===== config.mk =====
export PLATFORM = sky130hd
export DESIGN_NAME = ex_alu_stage
export DESIGN_NICKNAME = d
export VERILOG_FILES = /design/src/rtl/mips_pkg.sv /design/src/rtl/alu32.sv /design/src/rtl/ex_alu_stage.sv
export SDC_FILE = /design/constraint.sdc
export NUM_CORES = 1
export LEC_CHECK = 0
export CORE_AREA = 10 10 126 128
export CTS_CLUSTER_SIZE = 30
export DETAILED_ROUTE_END_ITERATION = 12
export DIE_AREA = 0 0 136 138
export GPL_ROUTABILITY_DRIVEN = 1
export PLACE_DENSITY_LB_ADDON = 0.1
export SLEW_MARGIN = 25
export SYNTH_ARGS = -nofsm -noshare
export SYNTH_HDL_FRONTEND = slang
export SYNTH_SLANG_ARGS = --single-unit
export TNS_END_PERCENT = 10

===== constraint.sdc =====
create_clock -name clk -period 2.6 [get_ports clk]
set_input_delay 0.26 -clock clk [delete_from_list [all_inputs] [get_ports clk]]
set_output_delay 0.26 -clock clk [all_outputs]
set_load 0.005 [all_outputs]

===== src/rtl/mips_pkg.sv =====
// rtl/mips_pkg.sv - shared ALU control codes, opcode/funct constants and width defaults
package mips_pkg;

  localparam int XLEN_DEFAULT = 32;
  localparam int REG_AW_DEFAULT = 5;

  localparam logic [3:0] ALU_AND  = 4'd0;
  localparam logic [3:0] ALU_OR   = 4'd1;
  localparam logic [3:0] ALU_ADD  = 4'd2;
  localparam logic [3:0] ALU_XOR  = 4'd3;
  localparam logic [3:0] ALU_SUB  = 4'd10;
  localparam logic [3:0] ALU_SLT  = 4'd11;
  localparam logic [3:0] ALU_SLTU = 4'd12;

  localparam logic [5:0] OPC_RTYPE = 6'h00;
  localparam logic [5:0] OPC_BEQ   = 6'h04;
  localparam logic [5:0] OPC_ADDI  = 6'h08;
  localparam logic [5:0] OPC_ADDIU = 6'h09;
  localparam logic [5:0] OPC_SLTI  = 6'h0A;
  localparam logic [5:0] OPC_SLTIU = 6'h0B;
  localparam logic [5:0] OPC_ANDI  = 6'h0C;
  localparam logic [5:0] OPC_ORI   = 6'h0D;
  localparam logic [5:0] OPC_XORI  = 6'h0E;
  localparam logic [5:0] OPC_LW    = 6'h23;
  localparam logic [5:0] OPC_SW    = 6'h2B;

  localparam logic [5:0] FN_ADD  = 6'h20;
  localparam logic [5:0] FN_ADDU = 6'h21;
  localparam logic [5:0] FN_SUB  = 6'h22;
  localparam logic [5:0] FN_SUBU = 6'h23;
  localparam logic [5:0] FN_AND  = 6'h24;
  localparam logic [5:0] FN_OR   = 6'h25;
  localparam logic [5:0] FN_XOR  = 6'h26;
  localparam logic [5:0] FN_SLT  = 6'h2A;
  localparam logic [5:0] FN_SLTU = 6'h2B;

endpackage


===== src/rtl/alu32.sv =====
// rtl/alu32.sv - XLEN-wide ripple chain of 1-bit ALU slices with set-less-than feed
module alu32
  import mips_pkg::*;
#(
  parameter int XLEN = XLEN_DEFAULT
) (
  input  logic [3:0]      ctrl,
  input  logic [XLEN-1:0] a,
  input  logic [XLEN-1:0] b,
  output logic [XLEN-1:0] result,
  output logic            carry_out,
  output logic            carry_in_msb
);

  logic [XLEN:0]   carry;
  logic [XLEN-1:0] sum;
  logic            is_set;
  logic            less0;
  logic            ovf;

  assign carry[0]     = ctrl[3];
  assign carry_out    = carry[XLEN];
  assign carry_in_msb = carry[XLEN-1];
  assign is_set       = (ctrl == ALU_SLT) || (ctrl == ALU_SLTU);
  assign ovf          = carry[XLEN] ^ carry[XLEN-1];
  // Only bit 0 sees the comparison outcome; it is taken from the MSB of the chain.
  assign less0        = (ctrl == ALU_SLT) ? (sum[XLEN-1] ^ ovf) : ~carry[XLEN];

  for (genvar i = 0; i < XLEN; i++) begin : g_slice
    logic b_i;
    logic less_i;
    assign b_i          = b[i] ^ ctrl[3];
    assign sum[i]       = a[i] ^ b_i ^ carry[i];
    assign carry[i+1]   = (a[i] & b_i) | (a[i] & carry[i]) | (b_i & carry[i]);
    assign less_i       = (i == 0) ? less0 : 1'b0;

    always_comb begin
      result[i] = 1'b0;
      if (is_set) begin
        result[i] = less_i;
      end else begin
        case (ctrl[1:0])
          2'd0:    result[i] = a[i] & b_i;
          2'd1:    result[i] = a[i] | b_i;
          2'd2:    result[i] = sum[i];
          default: result[i] = a[i] ^ b_i;
        endcase
      end
    end
  end

endmodule


===== src/rtl/ex_alu_stage.sv =====
// rtl/ex_alu_stage.sv - execute stage: decode, operand select, ALU and EX/MEM register
module ex_alu_stage
  import mips_pkg::*;
#(
  parameter int XLEN   = XLEN_DEFAULT,
  parameter int REG_AW = REG_AW_DEFAULT
) (
  input  logic              clk,
  input  logic              rst,
  input  logic              in_valid,
  input  logic [5:0]        in_op,
  input  logic [5:0]        in_funct,
  input  logic [XLEN-1:0]   in_rs_val,
  input  logic [XLEN-1:0]   in_rt_val,
  input  logic [15:0]       in_imm,
  input  logic [REG_AW-1:0] in_dest,
  input  logic              stall,
  input  logic              flush,
  output logic              ex_valid,
  output logic              ex_wr_en,
  output logic [XLEN-1:0]   ex_result,
  output logic [XLEN-1:0]   ex_store_data,
  output logic [REG_AW-1:0] ex_dest,
  output logic              ex_zero,
  output logic              ex_ovf,
  output logic              ex_illegal
);

  logic [3:0]      ctrl;
  logic            use_imm;
  logic            zext;
  logic            wr;
  logic            trap_en;
  logic            illegal;
  logic [XLEN-1:0] imm_ext;
  logic [XLEN-1:0] op_b;
  logic [XLEN-1:0] alu_result;
  logic            carry_out;
  logic            carry_in_msb;
  logic            trap;

  always_comb begin
    ctrl    = ALU_AND;
    use_imm = 1'b1;
    zext    = 1'b0;
    wr      = 1'b1;
    trap_en = 1'b0;
    illegal = 1'b0;
    case (in_op)
      OPC_RTYPE: begin
        use_imm = 1'b0;
        case (in_funct)
          FN_AND:  ctrl = ALU_AND;
          FN_OR:   ctrl = ALU_OR;
          FN_XOR:  ctrl = ALU_XOR;
          FN_ADD:  begin ctrl = ALU_ADD; trap_en = 1'b1; end
          FN_ADDU: ctrl = ALU_ADD;
          FN_SUB:  begin ctrl = ALU_SUB; trap_en = 1'b1; end
          FN_SUBU: ctrl = ALU_SUB;
          FN_SLT:  ctrl = ALU_SLT;
          FN_SLTU: ctrl = ALU_SLTU;
          default: begin illegal = 1'b1; wr = 1'b0; end
        endcase
      end
      OPC_ADDI:  begin ctrl = ALU_ADD; trap_en = 1'b1; end
      OPC_ADDIU: ctrl = ALU_ADD;
      OPC_SLTI:  ctrl = ALU_SLT;
      OPC_SLTIU: ctrl = ALU_SLTU;
      OPC_ANDI:  begin ctrl = ALU_AND; zext = 1'b1; end
      OPC_ORI:   begin ctrl = ALU_OR;  zext = 1'b1; end
      OPC_XORI:  begin ctrl = ALU_XOR; zext = 1'b1; end
      OPC_LW:    ctrl = ALU_ADD;
      OPC_SW:    begin ctrl = ALU_ADD; wr = 1'b0; end
      OPC_BEQ:   begin ctrl = ALU_SUB; use_imm = 1'b0; wr = 1'b0; end
      default:   begin illegal = 1'b1; wr = 1'b0; end
    endcase
  end

  assign imm_ext = zext ? {{(XLEN-16){1'b0}}, in_imm} : {{(XLEN-16){in_imm[15]}}, in_imm};
  assign op_b    = use_imm ? imm_ext : in_rt_val;
  assign trap    = trap_en & (carry_out ^ carry_in_msb);

  alu32 #(.XLEN(XLEN)) u_alu (
    .ctrl         (ctrl),
    .a            (in_rs_val),
    .b            (op_b),
    .result       (alu_result),
    .carry_out    (carry_out),
    .carry_in_msb (carry_in_msb)
  );

  always_ff @(posedge clk or posedge rst) begin
    if (rst) begin
      ex_valid      <= 1'b0;
      ex_wr_en      <= 1'b0;
      ex_result     <= '0;
      ex_store_data <= '0;
      ex_dest       <= '0;
      ex_ovf        <= 1'b0;
      ex_illegal    <= 1'b0;
    end else if (flush) begin
      ex_valid      <= 1'b0;
      ex_wr_en      <= 1'b0;
      ex_result     <= '0;
      ex_store_data <= '0;
      ex_dest       <= '0;
      ex_ovf        <= 1'b0;
      ex_illegal    <= 1'b0;
    end else if (!stall) begin
      // A bubble still moves data through but carries no enables or flags.
      ex_valid      <= in_valid;
      ex_wr_en      <= in_valid & wr & ~trap;
      ex_result     <= alu_result;
      ex_store_data <= in_rt_val;
      ex_dest       <= in_dest;
      ex_ovf        <= in_valid & trap;
      ex_illegal    <= in_valid & illegal;
    end
  end

  assign ex_zero = ex_valid && (ex_result == '0);

endmodule

After elaboration in Yosys (flattened, before gate mapping)
Index checks and enable logic that the tools add are counted.
{"block": "totals", "in_bits": 102, "word_cells": 432, "regBits": 73, "output_inout_bits": 74}
{"block": "op_classes", "n_bitwise": 297, "reduce_logical": 14, "eq_ne": 24, "mux": 90}
{"operator": "$mux 32", "count": 6}
{"operator": "$and 1x1->1", "count": 101}
{"operator": "$xor 1x1->1", "count": 98}
{"operator": "$or 1x1->1", "count": 96}
{"operator": "$pmux 1 s3", "count": 32}
{"operator": "$eq 6x6->1 const B", "count": 11}
{"operator": "$mux 1", "count": 45}
{"operator": "$eq 6x4->1 const B", "count": 7}
{"operator": "$logic_not 32->1", "count": 1}
{"operator": "$pmux 4 s7", "count": 1}
{"operator": "$pmux 4 s6", "count": 1}
{"operator": "$mux 5", "count": 2}
{"operator": "$reduce_or 10->1", "count": 1}
{"operator": "$reduce_or 9->1", "count": 1}
{"operator": "$eq 4x4->1 const B", "count": 2}
{"operator": "$reduce_or 2->1", "count": 4}
{"operator": "$reduce_or 8->1", "count": 1}
{"operator": "$eq 6x3->1 const B", "count": 1}
{"operator": "$logic_not 6->1", "count": 1}
{"operator": "$pmux 1 s2", "count": 3}
{"operator": "$reduce_or 4->1", "count": 1}
{"operator": "$reduce_or 3->1", "count": 1}
{"operator": "$eq 2x1->1 const B", "count": 1}
{"operator": "$eq 2x2->1 const B", "count": 1}
{"operator": "5 further kinds", "count": 6}

Longest topological paths before layout
Gate-level depths: netlist of the first run.
{"block": "depth", "ltp_word": 108, "depth_mapped": 43, "mapped_depth_nobuf": 42}

Modules after synthesis
A second synthesis of the first run with hierarchy kept.
{"block": "unflattened", "cells_unflattened": 724, "hier_area_um2": 6995.5}
{"mod": "ex_alu_stage", "instances": 1, "area_each_um2": 3759.9, "seq_area_each_um2": 1826.8, "cells_per_inst": 398}
{"mod": "alu32", "instances": 1, "area_each_um2": 3235.6, "seq_area_each_um2": 0.0, "cells_per_inst": 326}

Worst setup path after synthesis of the first run
No wires, ideal clock.
{"block": "synth_timing", "path_type": "input to register", "from": "in in_op[0]", "to": "reg ex_result[31]", "path_buffers": 2, "path_stages": 41, "path_slack_ns": -11.655, "arrival_time_ns": 14.189, "cell_sequence": "buf_2 -> nor3_4 -> nand2_1 -> o21ai_2 -> buf_2 -> xnor2_1 -> fa_1 -> fa_1 -> fa_1 -> fa_1 -> fa_1 -> fa_1 -> fa_1 -> fa_1 -> fa_1 -> fa_1 -> fa_1 -> fa_1 -> (+5 left out) -> fa_1 -> fa_1 -> fa_1 -> fa_1 -> fa_1 -> fa_1 -> fa_1 -> fa_1 -> fa_1 -> fa_1 -> fa_1 -> fa_1 -> inv_1 -> fa_1 -> inv_1 -> mux2i_1 -> mux2i_1 -> a22o_1"}
{"block": "synth_between", "elab_chain_len": 102, "word_cells_on_any_way": 219}
{"item": "from (decl)", "line": "ex_alu_stage.sv:11", "rtl": "input logic [5:0] in_op,"}
{"item": "$eq 6x6->1 (tied with other cells)", "line": "ex_alu_stage.sv:49", "rtl": "case (in_op)"}
{"item": "$reduce_or 4->1 (no source line) / $reduce_or 2->1 (equally long branches)"}
{"item": "$pmux 4 s7 / $mux 32 (equally long branches)", "line": "ex_alu_stage.sv:49, ex_alu_stage.sv:80"}
{"item": "$xor 1x1->1", "line": "alu32.sv:32", "rtl": "assign b_i = b[i] ^ ctrl[3];"}
{"item": "$and 1x1->1", "line": "alu32.sv:34", "rtl": "assign carry[i+1] = (a[i] & b_i) | (a[i] & carry[i]) | (b_i & carry[i]);"}
{"item": "$or 1x1->1 (2 in series)", "line": "alu32.sv:34"}
{"item": "$and 1x1->1", "line": "alu32.sv:34"}
{"item": "$or 1x1->1 (2 in series)", "line": "alu32.sv:34"}
{"item": "(+82 left out)"}
{"item": "$or 1x1->1 (2 in series)", "line": "alu32.sv:34"}
{"item": "$and 1x1->1", "line": "alu32.sv:34"}
{"item": "$or 1x1->1 (2 in series)", "line": "alu32.sv:34"}
{"item": "$xor 1x1->1", "line": "alu32.sv:33", "rtl": "assign sum[i] = a[i] ^ b_i ^ carry[i];"}
{"item": "$pmux 1 s3", "line": "alu32.sv:42", "rtl": "case (ctrl[1:0])"}
{"item": "$mux 1 *", "line": "alu32.sv:39", "rtl": "if (is_set) begin"}
{"item": "$mux 32 *", "line": "ex_alu_stage.sv:109", "rtl": "end else if (!stall) begin"}
{"item": "$mux 32 *", "line": "ex_alu_stage.sv:101", "rtl": "end else if (flush) begin"}
{"item": "to (signal assigned)", "line": "ex_alu_stage.sv:113", "rtl": "ex_result <= alu_result;"}
{"item": "to (decl)", "line": "ex_alu_stage.sv:21", "rtl": "output logic [XLEN-1:0] ex_result,"}
Mark *: on every way between the ends. The rest lies on a longest branch, timed or not. The select of a mux whose other input is x is not followed.
A chain may end at the register's enable or synchronous reset.

Worst setup path after layout of the first run
Ends and elaborated chain as after synthesis.

==> results.sh, run 1 <==
export IMPL_outcome="finished with violations"
export IMPL_violations="negative setup slack"
export IMPL_syn_to_final_growth_pct=48.7
export IMPL_worstPathArrival_ns=12.99
export IMPL_internal_power_mw=2.65
export IMPL_power_switching_mw=1.29
export IMPL_hold_class="input port to asynchronous set/reset pin"
export IMPL_worst_slack_ns=-10.11
export IMPL_synth_edf_count=0
export IMPL_synth_xor_area_frac=0.0465
export IMPL_seq_power_share=0.319
export IMPL_die_area_um2=18800
export IMPL_grt_start_max_net_pins=59
export IMPL_mostFrequentLayoutCell="clkdlybuf4s50_1"
export IMPL_ys_flop_type="dfrtp_1"
export IMPL_relSlewSlack=0.655
export IMPL_placedCellCount=1102
export IMPL_grt_pass1_wl_um=33500
export IMPL_fmax_mhz=78.7
export IMPL_core_um2=13500
export IMPL_io_pins=176
export IMPL_total_power_mw=3.95
export IMPL_cp_start_kind="input port"
export IMPL_cts_buffers=9
export IMPL_synth_compound_area_frac=0.145
export IMPL_rsz0062_at_grt="yes"
export IMPL_portBuffers=175
export IMPL_netlist_instances=680
export IMPL_drt_initial_drc_count=364
export IMPL_synth_top_family_by_area="adder cells"
export IMPL_grt_total_usage=0.221
export IMPL_synth_area_um2=6590
export IMPL_r2r_start="ex_result[0]"
export IMPL_fillers=1006
export IMPL_yosysSeqAreaShare=0.277
export IMPL_dp_hpwl_um=16400
export IMPL_async_reset_ff_frac=1.00
export IMPL_power_density_nw_per_um2=403
export IMPL_tightest_slew_ns=0.512
export IMPL_hold_viol_final=0
export IMPL_ant_nets=0
export IMPL_layout_cells_non_filler=1127
export IMPL_clkSinkCount=73
export IMPL_clk_pin_slew_ns=0.06
export IMPL_drt_pass1_iterations=5
export IMPL_yosys_area_share_adder=0.215
export IMPL_clk_latency_ns=0.34
export IMPL_num_vias=6128
export IMPL_drive_gt1_frac=0.221
export IMPL_initial_core_util=0.488
export IMPL_ir_drop_mv=0.428
export IMPL_vias_per_cell=5.44
export IMPL_remaining_drc_errors=0
export IMPL_reg2reg_setup_slack_ns=1.22
export IMPL_cp_required_ns=2.88
export IMPL_reg2reg_depth=4
export IMPL_num_rows=43
export IMPL_die_h_um=138
export IMPL_p_sw_frac=0.328
export IMPL_cts_root_buffer="clkbuf_16"
export IMPL_n_antenna_cell=0
export IMPL_clkPwrFrac=0.313
export IMPL_overflow=0
export IMPL_final_util=0.726
export IMPL_regArea_um2=1830
export IMPL_wl_um=21000
export IMPL_post_drt_wl_per_cell_um=18.7
export IMPL_die_w_um=136
export IMPL_cts_tree="built"
export IMPL_clk_path_buf_depth=2
export IMPL_final_cell_mix="clkdlybuf4s50_1, buf_4, mux2i_1"
export IMPL_grt_pass1_vias=6458
export IMPL_cap_viol_max_count=0
export IMPL_synth_seq_cells=73
export IMPL_cpMostUsedCell="fa_2"
export IMPL_syn_nets=876
export IMPL_gp_congestion=0.920
export IMPL_r2r_end="ex_result[0]"
export IMPL_p_leak_nw=4.83
export IMPL_grt_antenna_before_repair=0
export IMPL_multi_input_area_um2=4490
export IMPL_fin_tns_setup_ns=-170.94
export IMPL_post_route_period_util=4.89
export IMPL_avgSynthCellArea_um2=9.69
export IMPL_cpPeakStageDelay_ns=0.41
export IMPL_synthMuxAreaShare=0.128
export IMPL_setup_violations=31
export IMPL_yosys_warnings=0
export IMPL_cts_max_level=3
export IMPL_post_route_min_period_ns=12.71
export IMPL_comb_power_share=0.368
export IMPL_crit_type="input port to flip-flop"
export IMPL_ys_types=58
export IMPL_skew_ns=0
export IMPL_nNetsFinal=1138
export IMPL_cp_slowest_cell="fa_1"
export IMPL_cp_end_kind="flip-flop"
export IMPL_synth_simple_gate_area_frac=0.118
export IMPL_slew_violations=0
export IMPL_cp_max_fo=3
-- synth_stat cells (3+ instances only) --
cell type  count  area (um2)
a21oi_1       12        60.1
a32o_1        31         310
buf_1          3        11.3
buf_2         16        80.1
buf_4          3        22.5
clkbuf_1      23        86.3
dfrtp_1       73        1830
fa_1          31         621
ha_1          63         788
inv_1         67         251
mux2i_1       84         841
nand2_1       68         255
nand2b_1       6        37.5
nor2_1        47         176
nor2b_1        4        25.0
nor3_1         7        35.0
nor4_1         7        43.8
o211ai_1      28         210
o21a_1        16         120
o21ai_0        6        30.0
o22a_1         3        26.3
o31ai_1        3        22.5
xnor2_1       18         158
xor2_1        17         149
-- worst max-delay path: cells and delay by family --
| kind | cells | cell delay (ns) |
|---|---|---|
| AO/OA/AOI/OAI | 1 | 0.14 |
| buffers and inverters | 3 | 0.26 |
| XOR/XNOR | 1 | 0.12 |
| adder cells (fa/ha/maj) | 31 | 11.23 |
| AND/OR/NAND/NOR | 3 | 0.51 |
| multiplexers | 3 | 0.44 |
-- power groups by stage --
| stage | Sequential, mW | Clock, mW | Combinational [mW] |
|---|---|---|---|
| detailed placement | 1.28 | 0 | 1.42 |
| global placement | 1.27 | 0 | 1.36 |
| CTS | 1.26 | 1.26 | 1.46 |
| floorplan | 1.27 | 0 | 0.724 |
| global route | 1.27 | 1.31 | 1.61 |
| finish | 1.26 | 1.24 | 1.45 |
-- layout make-up --
cell class / count / area share
tap: 180 / 0.0230
clock inverter: 7 / 0.00626
sequential: 73 / 0.186
timing repair buffer: 297 / 0.277
clock buffer: 9 / 0.0230
multi-input combinational: 494 / 0.458
inverter: 67 / 0.0258
-- cells by family after synthesis --
logic type / count (synthesis)
simple gates: 162
compound gates: 118
buf+inv: 113
fa+ha+maj: 95
mux: 84
flops: 73
xor+xnor: 35
-- flip-flops by register name, summed over array words and instances, names as in the netlist --
register	flops
ex_ovf	1
ex_wr_en	1
ex_store_data	32
ex_result	32
ex_illegal	1
ex_valid	1
ex_dest	5
-- metrics by stage --
| step | hold slack [ns] | setup WS [ns] | cell area [um2] |
|---|---|---|---|
| floorplan | 0.413 | -10.06 | 6730 |
| global placement | 0.484 | -10.77 | 9400 |
| detailed placement | 0.486 | -10.90 | 9400 |
| CTS | 0.109 | -10.11 | 9760 |
| global route | 0.122 | -10.43 | 9800 |
| finish | 0.117 | -10.11 | 9800 |
-- timing repair --
action | in CTS | in global routing
hold buffers | 0 | 0
hold endpoints to repair | 0 | 0
buffers inserted | 6 | 3
gates resized for setup | 54 | 6
setup endpoints to repair | 33 | 31
pin swaps | 62 | 12
cloned | 0 | 0
-- per-layer routing --
layer / global-route usage / share of wire / vias to the layer above
met5: 0 / 0 / -
met1: 0.267 / 0.41 / 2998
li1: - / - / 2888
met4: 0.0578 / 0.015 / 0
met2: 0.367 / 0.50 / 220
met3: 0.0725 / 0.076 / 22
-- worst max-delay path by stage --
stage	start	end	slack, ns	depth (start not counted)
after floorplan	in_funct[2]	ex_result[31]	-10.06	42
after global placement	in_funct[5]	ex_result[31]	-10.77	42
after detailed placement	in_funct[5]	ex_result[31]	-10.90	42
after CTS	in_funct[4]	ex_result[31]	-10.11	42
after global routing	in_op[0]	ex_result[31]	-10.43	42
final	in_op[0]	ex_result[31]	-10.11	42
Note: power is estimated with default switching activity, not from simulation.
==> run 2: changes to the inputs <==
CORE_AREA = 8 8 124 126   (was 10 10 126 128)
DIE_AREA = 0 0 132 134   (was 0 0 136 138)
SKIP_LAST_GASP = 1   (was unset)
==> run 2 against run 1 <==
The flow still finishes with violations (negative setup slack); first-iteration DRC count is 3.8% higher; worst hold slack better by 0.15 ns; sequential power about the same; routed wire length down 2.0%; power increased by 1.8%; setup slack got worse by 0.018 ns; core utilization increased by 0.55 points; clock power grew 6%; via count is 0.46% lower; cell area rose by 0.75%; count of clock-buffer cells in the layout stayed put; non-clock buffer count is 6 higher; critical endpoint unchanged; largest cell class unchanged; largest power group unchanged.
==> results.sh, run 2 (synthesis results as in run 1) <==
export IMPL_grt_busiest_layer="met2"
export IMPL_wl_um=20600
export IMPL_outcome="finished with violations"
export IMPL_grt_antenna_before_repair=0
export IMPL_die_area_um2=17700
export IMPL_reg2reg_setup_slack_ns=1.29
export IMPL_num_vias=6100
export IMPL_cts_tree="built"
export IMPL_drt_pass1_iterations=4
export IMPL_design_area_um2=9870
export IMPL_setup_violations=31
export IMPL_ir_drop_mv=0.294
export IMPL_io_pins=176
export IMPL_rsz0062_at_grt="yes"
export IMPL_drt_initial_drc_count=378
export IMPL_cts_root_buffer="clkbuf_16"
export IMPL_cpMostUsedCell="fa_2"
export IMPL_placedCellCount=1108
export IMPL_n_antenna_cell=0
export IMPL_cts_hold_fix_buffers=0
export IMPL_clk_path_buf_depth=2
export IMPL_post_route_min_period_ns=12.72
export IMPL_portBuffers=175
export IMPL_remaining_drc_errors=0
export IMPL_p_leak_nw=4.90
export IMPL_cp_slowest_cell="fa_2"
export IMPL_vias_per_cell=5.38
export IMPL_syn_to_final_growth_pct=49.8
export IMPL_final_cell_mix="clkdlybuf4s50_1, buf_4, mux2i_1"
export IMPL_final_util=0.731
export IMPL_core_um2=13500
export IMPL_total_power_mw=4.02
export IMPL_clk_pin_slew_ns=0.06
export IMPL_nNetsFinal=1144
export IMPL_cap_viol_max_count=0
export IMPL_slew_violations=0
export IMPL_ant_nets=0
export IMPL_power_density_nw_per_um2=407
export IMPL_num_rows=43
export IMPL_drive_gt1_frac=0.222
export IMPL_violations="negative setup slack"
export IMPL_overflow=0
export IMPL_r2r_end="ex_result[0]"
export IMPL_tightest_slew_ns=0.608
export IMPL_die_w_um=132
export IMPL_relSlewSlack=0.594
export IMPL_die_h_um=134
export IMPL_grt_start_max_net_pins=44
export IMPL_fmax_mhz=78.6
export IMPL_fin_tns_setup_ns=-171.58
export IMPL_grtUsageMet3=0.0610
export IMPL_worstPathArrival_ns=13.01
export IMPL_grt_total_usage=0.237
export IMPL_reg_top3="ex_result: 32 flops, ex_store_data: 32 flops, ex_dest: 5 flops"
export IMPL_place_ws_ns=-10.91
export IMPL_post_route_period_util=4.89
export IMPL_r2r_start="ex_result[0]"
export IMPL_grt_pass1_vias=6576
export IMPL_initial_core_util=0.488
export IMPL_cp_required_ns=2.88
export IMPL_cts_max_level=3
export IMPL_grt_util_met2=0.398
export IMPL_place_area_um2=9460
export IMPL_cts_buffers=9
export IMPL_mostFrequentLayoutCell="clkdlybuf4s50_1"
export IMPL_cp_end_kind="flip-flop"
export IMPL_gp_congestion=0.941
export IMPL_cpPeakStageDelay_ns=0.43
export IMPL_clk_latency_ns=0.35
export IMPL_hold_class="input port to asynchronous set/reset pin"
export IMPL_grt_pass1_wl_um=33700
export IMPL_cp_start_kind="input port"
export IMPL_crit_type="input port to flip-flop"
export IMPL_clkSinkCount=73
export IMPL_hold_viol_final=0
export IMPL_cp_max_fo=3
export IMPL_worst_slack_ns=-10.12
export IMPL_fin_hold_ws_ns=0.265
export IMPL_dp_hpwl_um=16300
export IMPL_reg2reg_depth=4
export IMPL_post_drt_wl_per_cell_um=18.2
export IMPL_skew_ns=0
export IMPL_met1_usage=0.292
export IMPL_layout_cells_non_filler=1133
run 2: where the power goes:
group | leakage, nW | switching, mW | internal, mW
logic | 3.77 | 0.668 | 0.789
registers | 0.979 | 0.0523 | 1.20
clock network | 0.146 | 0.555 | 0.752
run 2: worst max-delay path, delay by kind of cell:
family                     cells  cell delay, ns
buffers and inverters          3            0.26
AOI/OAI and AO/OA              1            0.13
xor gates and xnor gates       1            0.16
and+or+nand+nor                3            0.47
muxes                          3            0.41
adders and majority gates     31           11.28
run 2: routing by layer:
layer | vias up | wire [um]
met4 | 0 | 432
li1 | 2901 | -
met1 | 2966 | 8900
met2 | 198 | 10100
met5 | - | 0
met3 | 35 | 1220
run 2: how the worst max path moves through the flow:
stage	from	end	slack, ns
floorplan	in_funct[2]	ex_result[31]	-10.06
global placement	in_funct[5]	ex_result[31]	-10.77
detailed placement	in_op[0]	ex_result[31]	-10.91
CTS	in_op[3]	ex_result[31]	-10.18
global route	in_op[3]	ex_result[31]	-10.51
finish	in_op[3]	ex_result[31]	-10.12
run 2: timing repair:
| action | CTS | global route |
|---|---|---|
| setup endpoints to repair | 34 | 31 |
| pin swaps | 13 | 7 |
| resized for setup | 56 | 4 |
| gates cloned | 0 | 0 |
| endpoints found under the hold margin | 0 | 0 |
| buffers inserted | 9 | 0 |
run 2: area by class of cell:
cell class                      instances  area (um2)
Clock buffer                            9         225
Timing Repair Buffer                  303        2780
Inverter                               67         253
Multi-Input combinational cell        494        4480
Clock inverter                          7        77.6
Fill cell                            1004        3630
Sequential cell                        73        1830
Tap cell                              180         225
==> run 3: changes to the inputs <==
CTS_CLUSTER_DIAMETER = 150   (was unset)
==> results of run 3 <==
The final DEF is identical to that of run 2; final timing and power are the same.
